[src/rtl/shift_mix_columns_pkg.sv]
// Shared definitions for the AES ShiftRows/MixColumns round stage:
// GF(2^8) helpers, FSM encoding and the column-major byte mapping.
package shift_mix_columns_pkg;

    // Reduction constant for the AES field polynomial x^8+x^4+x^3+x+1
    localparam logic [7:0] RED_POLY_DEF = 8'h1B;

    typedef enum logic [1:0] {
        IDLE = 2'd0,
        MIX  = 2'd1,
        LAST = 2'd2
    } fsm_e;

    // Multiply by x in GF(2^8): shift left, reduce when the top bit falls out
    function automatic logic [7:0] xtime(input logic [7:0] x, input logic [7:0] poly);
        return {x[6:0], 1'b0} ^ (x[7] ? poly : 8'h00);
    endfunction

    // First bit of byte (row, col) inside a [0:127] column-major AES state
    function automatic int byte_pos(input int col, input int row);
        return 8 * (4 * col + row);
    endfunction

endpackage

[src/rtl/shift_mix_columns_mix_column.sv]
// Single AES MixColumn: one 32-bit column (row 0 in the top byte) in,
// mixed column out. Purely combinational.
module mix_column
    import shift_mix_columns_pkg::*;
#(
    parameter logic [7:0] RED_POLY = RED_POLY_DEF
) (
    input  logic [31:0] col_i,
    output logic [31:0] col_o
);

    logic [7:0] a0, a1, a2, a3;
    logic [7:0] x0, x1, x2, x3;

    assign a0 = col_i[31:24];
    assign a1 = col_i[23:16];
    assign a2 = col_i[15:8];
    assign a3 = col_i[7:0];

    assign x0 = xtime(a0, RED_POLY);
    assign x1 = xtime(a1, RED_POLY);
    assign x2 = xtime(a2, RED_POLY);
    assign x3 = xtime(a3, RED_POLY);

    // 3x is folded in as xtime(x)^x
    assign col_o[31:24] = x0 ^ (x1 ^ a1) ^ a2 ^ a3;
    assign col_o[23:16] = a0 ^ x1 ^ (x2 ^ a2) ^ a3;
    assign col_o[15:8]  = a0 ^ a1 ^ x2 ^ (x3 ^ a3);
    assign col_o[7:0]   = (x0 ^ a0) ^ a1 ^ a2 ^ x3;

endmodule

[src/rtl/shift_mix_columns.sv]
// AES round stage after SubBytes: ShiftRows in one cycle, then MixColumns
// one column per cycle through a single shared column multiplier.
// bypass_mix skips MixColumns for the final round.
module shift_mix_columns
    import shift_mix_columns_pkg::*;
#(
    parameter logic [7:0] RED_POLY = RED_POLY_DEF
) (
    input  logic         clock,
    input  logic         reset,
    input  logic         start,
    input  logic         bypass_mix,
    input  logic [0:127] blocoIn,
    output logic [0:127] blocoOut,
    output logic         busy,
    output logic         done
);

    fsm_e         fsm_q;
    logic [1:0]   col_q;
    logic [0:127] state_q;
    logic [0:127] bloco_q;
    logic         busy_q;
    logic         done_q;

    logic [31:0]  col_in;
    logic [31:0]  col_out;
    logic [0:127] mix_state_d;

    // Pure byte permutation: rows 1/2/3 rotate left by 1/2/3 columns
    function automatic logic [0:127] shift_rows(input logic [0:127] s);
        logic [0:127] r;
        r = '0;
        for (int c = 0; c < 4; c++) begin
            for (int row = 0; row < 4; row++) begin
                r[byte_pos(c, row) +: 8] = s[byte_pos((c + row) % 4, row) +: 8];
            end
        end
        return r;
    endfunction

    mix_column #(
        .RED_POLY (RED_POLY)
    ) u_mix_column (
        .col_i (col_in),
        .col_o (col_out)
    );

    // Select the current column and splice its mixed value back into the state
    always_comb begin
        col_in      = state_q[0:31];
        mix_state_d = state_q;
        case (col_q)
            2'd0: begin
                col_in             = state_q[0:31];
                mix_state_d[0:31]  = col_out;
            end
            2'd1: begin
                col_in             = state_q[32:63];
                mix_state_d[32:63] = col_out;
            end
            2'd2: begin
                col_in             = state_q[64:95];
                mix_state_d[64:95] = col_out;
            end
            default: begin
                col_in              = state_q[96:127];
                mix_state_d[96:127] = col_out;
            end
        endcase
    end

    // Control FSM with registered outputs; reset drops any in-flight block
    always_ff @(posedge clock or posedge reset) begin
        if (reset) begin
            fsm_q   <= IDLE;
            col_q   <= 2'd0;
            state_q <= '0;
            bloco_q <= '0;
            busy_q  <= 1'b0;
            done_q  <= 1'b0;
        end else begin
            done_q <= 1'b0;
            case (fsm_q)
                IDLE: begin
                    if (start) begin
                        state_q <= shift_rows(blocoIn);
                        col_q   <= 2'd0;
                        busy_q  <= 1'b1;
                        fsm_q   <= bypass_mix ? LAST : MIX;
                    end
                end
                MIX: begin
                    state_q <= mix_state_d;
                    col_q   <= col_q + 2'd1;
                    if (col_q == 2'd3) begin
                        bloco_q <= mix_state_d;
                        done_q  <= 1'b1;
                        busy_q  <= 1'b0;
                        fsm_q   <= IDLE;
                    end
                end
                LAST: begin
                    bloco_q <= state_q;
                    done_q  <= 1'b1;
                    busy_q  <= 1'b0;
                    fsm_q   <= IDLE;
                end
                default: begin
                    busy_q <= 1'b0;
                    fsm_q  <= IDLE;
                end
            endcase
        end
    end

    assign blocoOut = bloco_q;
    assign busy     = busy_q;
    assign done     = done_q;

endmodule

[config.mk]
export PLATFORM = sky130hd
export DESIGN_NAME = shift_mix_columns
export DESIGN_NICKNAME = d
export VERILOG_FILES = /design/src/rtl/shift_mix_columns_pkg.sv /design/src/rtl/shift_mix_columns_mix_column.sv /design/src/rtl/shift_mix_columns.sv
export SDC_FILE = /design/constraint.sdc
export NUM_CORES = 1
export LEC_CHECK = 0
export ABC_AREA = 1
export CAP_MARGIN = 10
export CORE_MARGIN = 5
export CORE_UTILIZATION = 39
export CTS_CLUSTER_SIZE = 12
export DETAILED_ROUTE_END_ITERATION = 6
export GPL_TIMING_DRIVEN = 0
export PLACE_DENSITY_LB_ADDON = 0.15
export REMOVE_ABC_BUFFERS = 1
export SLEW_MARGIN = 20
export SYNTH_ARGS = -nofsm -noshare
export SYNTH_HDL_FRONTEND = slang
export SYNTH_HIERARCHICAL = 1
export SYNTH_SLANG_ARGS = --single-unit
[constraint.sdc]
create_clock -name clock -period 9.3 [get_ports clock]
set_input_delay 1.395 -clock clock [delete_from_list [all_inputs] [get_ports clock]]
set_output_delay 1.395 -clock clock [all_outputs]
set_load 0.03 [all_outputs]
==> key figures, run 1 <==
Run status
  – Status: complete, no violations

Finish
  – Share of layout cells above drive strength 1: 11.2%
  – Nets: 2975
  – Area delta synth->final: 24.5%
  – Multi-input gate area: 9840 µm²
  – FF/Latch Area: 6560 µm²
  – Core Util, Final: 48.7%
  – N_diodes: 0
  – # fillers: 4536
  – Cell area after layout: 22000 µm²

Timing
  – Final hold slack: 0.477 ns
  – Max Clock Skew: 0.0173 ns
  – Setup repair after global routing missed its margin: false
  – Slew margin rel.: 26.0%
  – Min cycle time layout: 4.62 ns
  – Max-slew violations: 0
  – Slew @ Worst Pin: 1.11 ns
  – Final setup vio count: 0
  – Fmax: 216 MHz
  – Setup tns final: 0 ns
  – Endpoints failing hold: 0
  – Final worst path period share: 49.7%

Clock network
  – H-Tree Depth: 2
  – CTS tree: built
  – Postcts setup bufs: 0
  – Clock latency on the worst-skew pair: 0.54 ns
  – CTS sink cnt: 262
  – CTS Buf Count: 35
  – Cts hold-fix bufs: 0
  – CTS root buf: clkbuf_16
  – CTS resizes: 0
  – CTS Buffer Depth: 3
  – Clk slew on worst S/H paths: 0.06 ns

Setup path
  – CP required: 9.78 ns
  – Type of origin of the critical path: flop
  – RR Startpoint: col_q[1]
  – Worst Path Arrival: 5.10 ns
  – Worst Setup SP: col_q[1]
  – Crit Path Max Fanout: 36
  – CP Capture Type: flop
  – Critical setup path kind: reg2reg

Global route
  – Total gr overflow: 0
  – Pin count of the biggest net entering global routing: 124
  – First-pass GRT wire length: 96000 µm
  – Vias in the first global route: 17577
  – Total Routing Usage GR: 23.7%
  – Initial antenna violation count: 1

Routing
  – Via count: 18110
  – Residual DRC: 0
  – Initial drt markers: 1410
  – Avg WL per Cell: 17.4 µm
  – Vias per std cell: 5.24
  – First-pass DRT Iterations: 5
  – Final antenna-violating net count: 0
  – Final WL: 60300 µm

Yosys
  – Netlist area before placement: 17600 µm²
  – Synth top area share: 37.2%
  – Seq cells post-synth: 262
  – Seq/Total Area, Yosys: 37.2%
  – Cell variety after synth: 31
  – Cells after Synth: 2685
  – Yosys warnings: 6
  – Mean area per synthesized cell: 6.57 µm²
  – Cell accounting for the most synthesized area: dfrtp_1
  – Synth top area cells: dfrtp_1 (37%), nand2_1 (25%), nand3_1 (15%), or2_2 (7.2%), buf_2 (2.4%)

Die
  – Core box area: 45100 µm²
  – Starting Density: 39.1%
  – Die W: 223 µm
  – Cell Rows: 78
  – Die extent in y: 223 µm
  – DIE AREA: 49600 µm²
  – I/O Pins: 262

Job
  – Max Cap Violations: 0

Hold path
  – Hold Path Class: reg2reg
  – Hold Crit Start: blocoOut[30]

Placement
  – GP Congestion: 0.828
  – Post-DP Area: 20800 µm²
  – Post-DP HPWL: 40400 µm
  – Port-buffer cells: 261
==> registers in the layout, summed over array words and instances (netlist names) <==
signal	count
fsm_q	2
busy	1
state_q	128
blocoOut	128
col_q	2
done	1
==> Yosys cell counts, drive strengths merged <==
| library cell | count |
|---|---|
| nor2 | 107 |
| a21boi | 1 |
| xor2 | 32 |
| dfrtp | 262 |
| nand2 | 1184 |
| buf | 117 |
| nand4 | 2 |
| or2 | 225 |
| clkinv | 1 |
| clkbuf | 56 |
| o21ai | 40 |
| ha | 7 |
| nand3 | 544 |
| nand3b | 2 |
| inv | 93 |
| xnor2 | 12 |
==> cells in the final DEF (no fill, tap or decap), types with 2 or more instances in the layout <==
master,Yosys,final
clkbuf_8,0,9
dfrtp_1,262,262
ha_4,0,4
nor2_1,107,105
ha_2,0,2
nand3b_1,2,2
xnor2_1,11,11
or2_0,5,5
nand3_1,544,544
or2_1,16,16
nand2_4,2,3
nand2_1,1177,1176
clkbuf_16,0,37
nor2_2,0,2
inv_8,0,3
nand2_2,5,5
inv_6,1,3
xor2_1,29,29
nand4_1,2,2
o21ai_0,39,39
buf_16,0,21
clkinv_2,0,6
buf_12,0,4
clkbuf_1,54,8
inv_1,81,77
clkdlybuf4s50_1,0,261
inv_2,10,9
xor2_2,2,2
or2_2,204,204
==> cell families after synthesis <==
logic type                 after synthesis  share of synthesized area, %
DFF                                    262                          37.2
buffers and inverters                  267                          7.45
xor gates and xnor gates                44                          2.48
adders and majority gates                7                         0.497
AOI/OAI and AO/OA                       41                          1.20
and+or+nand+nor                       2064                          51.2
==> path summary, 6_finish.rpt <==
path / cells after the start / end / slack (ns)
hold / removal: 2 / blocoOut[30] / 0.48
hold reg to reg: 2 / blocoOut[30] / 0.48
min in group asynchronous: 2 / blocoOut[70] / 1.14
max in group asynchronous: 4 / state_q[46] / 6.99
setup / recovery: 17 / blocoOut[40] / 4.68
setup reg to reg: 17 / blocoOut[40] / 4.68
==> metrics by stage <==
stage / setup WS, ns / instances
6_report: 4.68 / 3459
5_1_grt: 4.36 / 3459
4_1_cts: 4.66 / 3459
3_5_place_dp: 4.68 / 3399
3_3_place_gp: -8.93 / 3373
2_1_floorplan: -0.0188 / 2512
==> per-layer routing <==
metal  share of wire (%)  wire (µm)  global-route usage (%)
met5               0.022         13                       0
met4                 2.6       1560                    7.61
met3                 5.6       3380                    3.20
met2                  48      29200                    39.8
met1                  43      26100                    31.7
==> critical path: stages (launching register included) <==
cell and delay [ns]:
dfrtp_1 0.44, inv_1 0.16, ha_2 0.59, buf_16 0.25, clkinv_2 0.43, buf_12 0.36, o21ai_0 0.16, nor2_1 0.07
nor2_1 0.71, inv_4 0.15, nand2_1 0.13, nand3_1 0.08, nand2_1 0.09, xor2_1 0.45, nand2_1 0.14, nand3_1 0.11
nand3_1 0.12, nand2_1 0.08
==> final cells by class <==
cell class                      instances  share of cell area [%]
Clock inverter                          6                   0.251
Clock buffer                           54                    4.92
Inverter                               94                    1.79
Multi-Input combinational cell       2156                    44.8
Tap cell                              600                    3.42
Timing Repair Buffer                  287                    14.9
Sequential cell                       262                    29.9
Power of run 1 is left out: the tool's default activity adds up to more than one toggle a clock period on the data nets, which glitch-free logic cannot reach.
==> run 2: changes to the inputs <==
clock period = 4.7 ns   (was 9.3 ns; I/O delays follow)
==> run 2 against run 1 <==
Non-clock buffer count is the same. Clock skew fell by 0.0014 ns. First-iteration DRC count decreased by 0.92%. Final cell count unchanged. Highest routed layer unchanged. Sequential share of layout area barely moved. Critical path depth did not move. Hold slack worse by 0.027 ns. Via count down 0.29%. Die area did not move. Cell area about the same. Clock-buffer cell count unchanged. Fmax up 5.1%.
==> key figures, run 2 (synthesis gave the netlist of run 1 again) <==
Timing
  – Endpoints failing hold: 0 (unchanged)
  – Max Clock Skew: 0.0159 ns (was 0.0173 ns)
  – Slew margin rel.: 35.6% (was 26.0%)
  – Final setup vio count: 0 (unchanged)
  – Setup WS post-layout: 0.303 ns (was 4.68 ns)
  – Max-slew violations: 0 (unchanged)
  – Slew @ Worst Pin: 0.962 ns (was 1.11 ns)
  – Final worst path period share: 93.6% (was 49.7%)
  – Min cycle time layout: 4.40 ns (was 4.62 ns)
  – Setup repair after global routing missed its margin: false (unchanged)
  – Fmax: 227 MHz (was 216 MHz)

Global route
  – Initial antenna violation count: 1 (unchanged)
  – Total gr overflow: 0 (unchanged)
  – Pin count of the biggest net entering global routing: 124 (unchanged)
  – First-pass GRT wire length: 96000 µm (unchanged)
  – Vias in the first global route: 17577 (unchanged)
  – Total Routing Usage GR: 23.7% (unchanged)

Routing
  – Avg WL per Cell: 17.4 µm (about the same)
  – First-pass DRT Iterations: 6 (was 5)
  – Vias per std cell: 5.22 (was 5.24)
  – Final antenna-violating net count: 0 (unchanged)
  – Final WL: 60300 µm (about the same)
  – Residual DRC: 0 (unchanged)
  – Initial drt markers: 1397 (was 1410)
  – Via count: 18058 (was 18110)

Job
  – Max Cap Violations: 0 (unchanged)

Die
  – Core box area: 45100 µm² (unchanged)
  – Die extent in y: 223 µm (unchanged)
  – Cell Rows: 78 (unchanged)
  – DIE AREA: 49600 µm² (unchanged)
  – Die W: 223 µm (unchanged)
  – I/O Pins: 262 (unchanged)
  – Starting Density: 39.1% (unchanged)

Finish
  – Commonest non-fill, non-tap cells in the layout: nand2_1 (1176), nand3_1 (544), dfrtp_1 (262), clkdlybuf4s50_1 (261), or2_2 (204) (unchanged)
  – # fillers: 4534 (was 4536)
  – Commonest non-fill, non-tap cell in the layout: nand2_1 (unchanged)
  – N_diodes: 0 (unchanged)
  – Nets: 2975 (unchanged)
  – Post-route insts no fill: 3459 (unchanged)
  – Share of layout cells above drive strength 1: 11.2% (about the same)
  – Area delta synth->final: 24.6% (was 24.5%)

Placement
  – Pre-CTS setup slack: 0.0816 ns (was 4.68 ns)
  – Placed insts: 3399 (unchanged)
  – Port-buffer cells: 261 (unchanged)
  – GP Congestion: 0.828 (unchanged)
  – Post-DP HPWL: 40400 µm (unchanged)

Clock network
  – Postcts setup bufs: 0 (unchanged)
  – H-Tree Depth: 2 (unchanged)
  – CTS root buf: clkbuf_16 (unchanged)
  – CTS tree: built (unchanged)
  – CTS sink cnt: 262 (unchanged)
  – Clk slew on worst S/H paths: 0.05 ns (was 0.06 ns)
  – CTS Buf Count: 35 (unchanged)
  – CTS Buffer Depth: 3 (unchanged)
  – Clock latency on the worst-skew pair: 0.54 ns (about the same)

Setup path
  – Type of origin of the critical path: flop (unchanged)
  – CP required: 5.17 ns (was 9.78 ns)
  – Crit Path Max Fanout: 36 (unchanged)
  – Critical setup path kind: reg2reg (unchanged)
  – CP Capture Type: flop (unchanged)
  – Worst Path Arrival: 4.87 ns (was 5.10 ns)

Run status
  – Status: complete, no violations (unchanged)

Hold path
  – Hold Path Class: in2async (was reg2reg)
[run 2: cell count changes in the layout (fill, tap and decap cells not counted)]
| cell | before | now |
|---|---|---|
| ha_4 | 4 | 5 |
| nor2_4 | 0 | 1 |
| ha_2 | 2 | 1 |
| nor2_1 | 105 | 104 |
[run 2: cell type report]
class | instances | area [µm²] | area share [%]
clock inverters | 6 | 55.1 | 0.250
well taps | 600 | 751 | 3.42
repair buffers | 287 | 3280 | 14.9
inverters | 94 | 394 | 1.79
clock buffers | 54 | 1080 | 4.91
flip-flops and latches | 262 | 6560 | 29.8
multi-input cells | 2156 | 9860 | 44.9
[run 2: critical path: stages (launching register included)]
cell and delay [ns]:
dfrtp_1 0.44, inv_1 0.19, ha_4 0.37, buf_16 0.22
clkinv_2 0.43, buf_12 0.35, o21ai_0 0.16, nor2_1 0.07
nor2_1 0.71, inv_4 0.16, nand2_1 0.13, nand3_1 0.08
nand2_1 0.09, xor2_1 0.43, nand2_1 0.13, nand3_1 0.12
nand3_1 0.10, nand2_1 0.09
[run 2: path summary, 6_finish.rpt]
path / startpoint / to / slack, ns / depth (start not counted)
min in group clock: blocoOut[70] / blocoOut[70] / 0.48 / 2
setup / recovery: col_q[1] / blocoOut[104] / 0.30 / 17
setup reg to reg: col_q[1] / blocoOut[104] / 0.30 / 17
hold reg to reg: blocoOut[70] / blocoOut[70] / 0.48 / 2
hold / removal: reset / blocoOut[70] / 0.45 / 2
max in group asynchronous: reset / state_q[46] / 3.08 / 4
[run 2: routing by layer]
layer / global-route usage, % / share of wire [%] / vias to the layer above
met5: 0 / 0.022 / -
met1: 31.7 / 43 / 8642
met3: 3.20 / 5.6 / 104
met2: 39.8 / 49 / 518
met4: 7.61 / 2.4 / 2
li1: - / - / 8792
[run 2: what timing repair did]
item / in CTS / in global routing
endpoints found under the setup margin: 0 / 110
hold buffers: 0 / 0
resized for setup: 0 / 3
[run 2: metrics by stage]
step / TNS (ns) / cell area [µm²] / util [%] / hold WS [ns]
after global placement: -5386.78 / 20000 / 44.5 / 0.463
after floorplan: -1981.99 / 16700 / - / 0.471
final: 0 / 22000 / 48.7 / 0.451
after CTS: 0 / 22000 / 48.7 / 0.421
after detailed placement: 0 / 20800 / 46.2 / 0.465
after global routing: 0 / 22000 / 48.7 / 0.451
Power of run 2 is left out for the same reason.
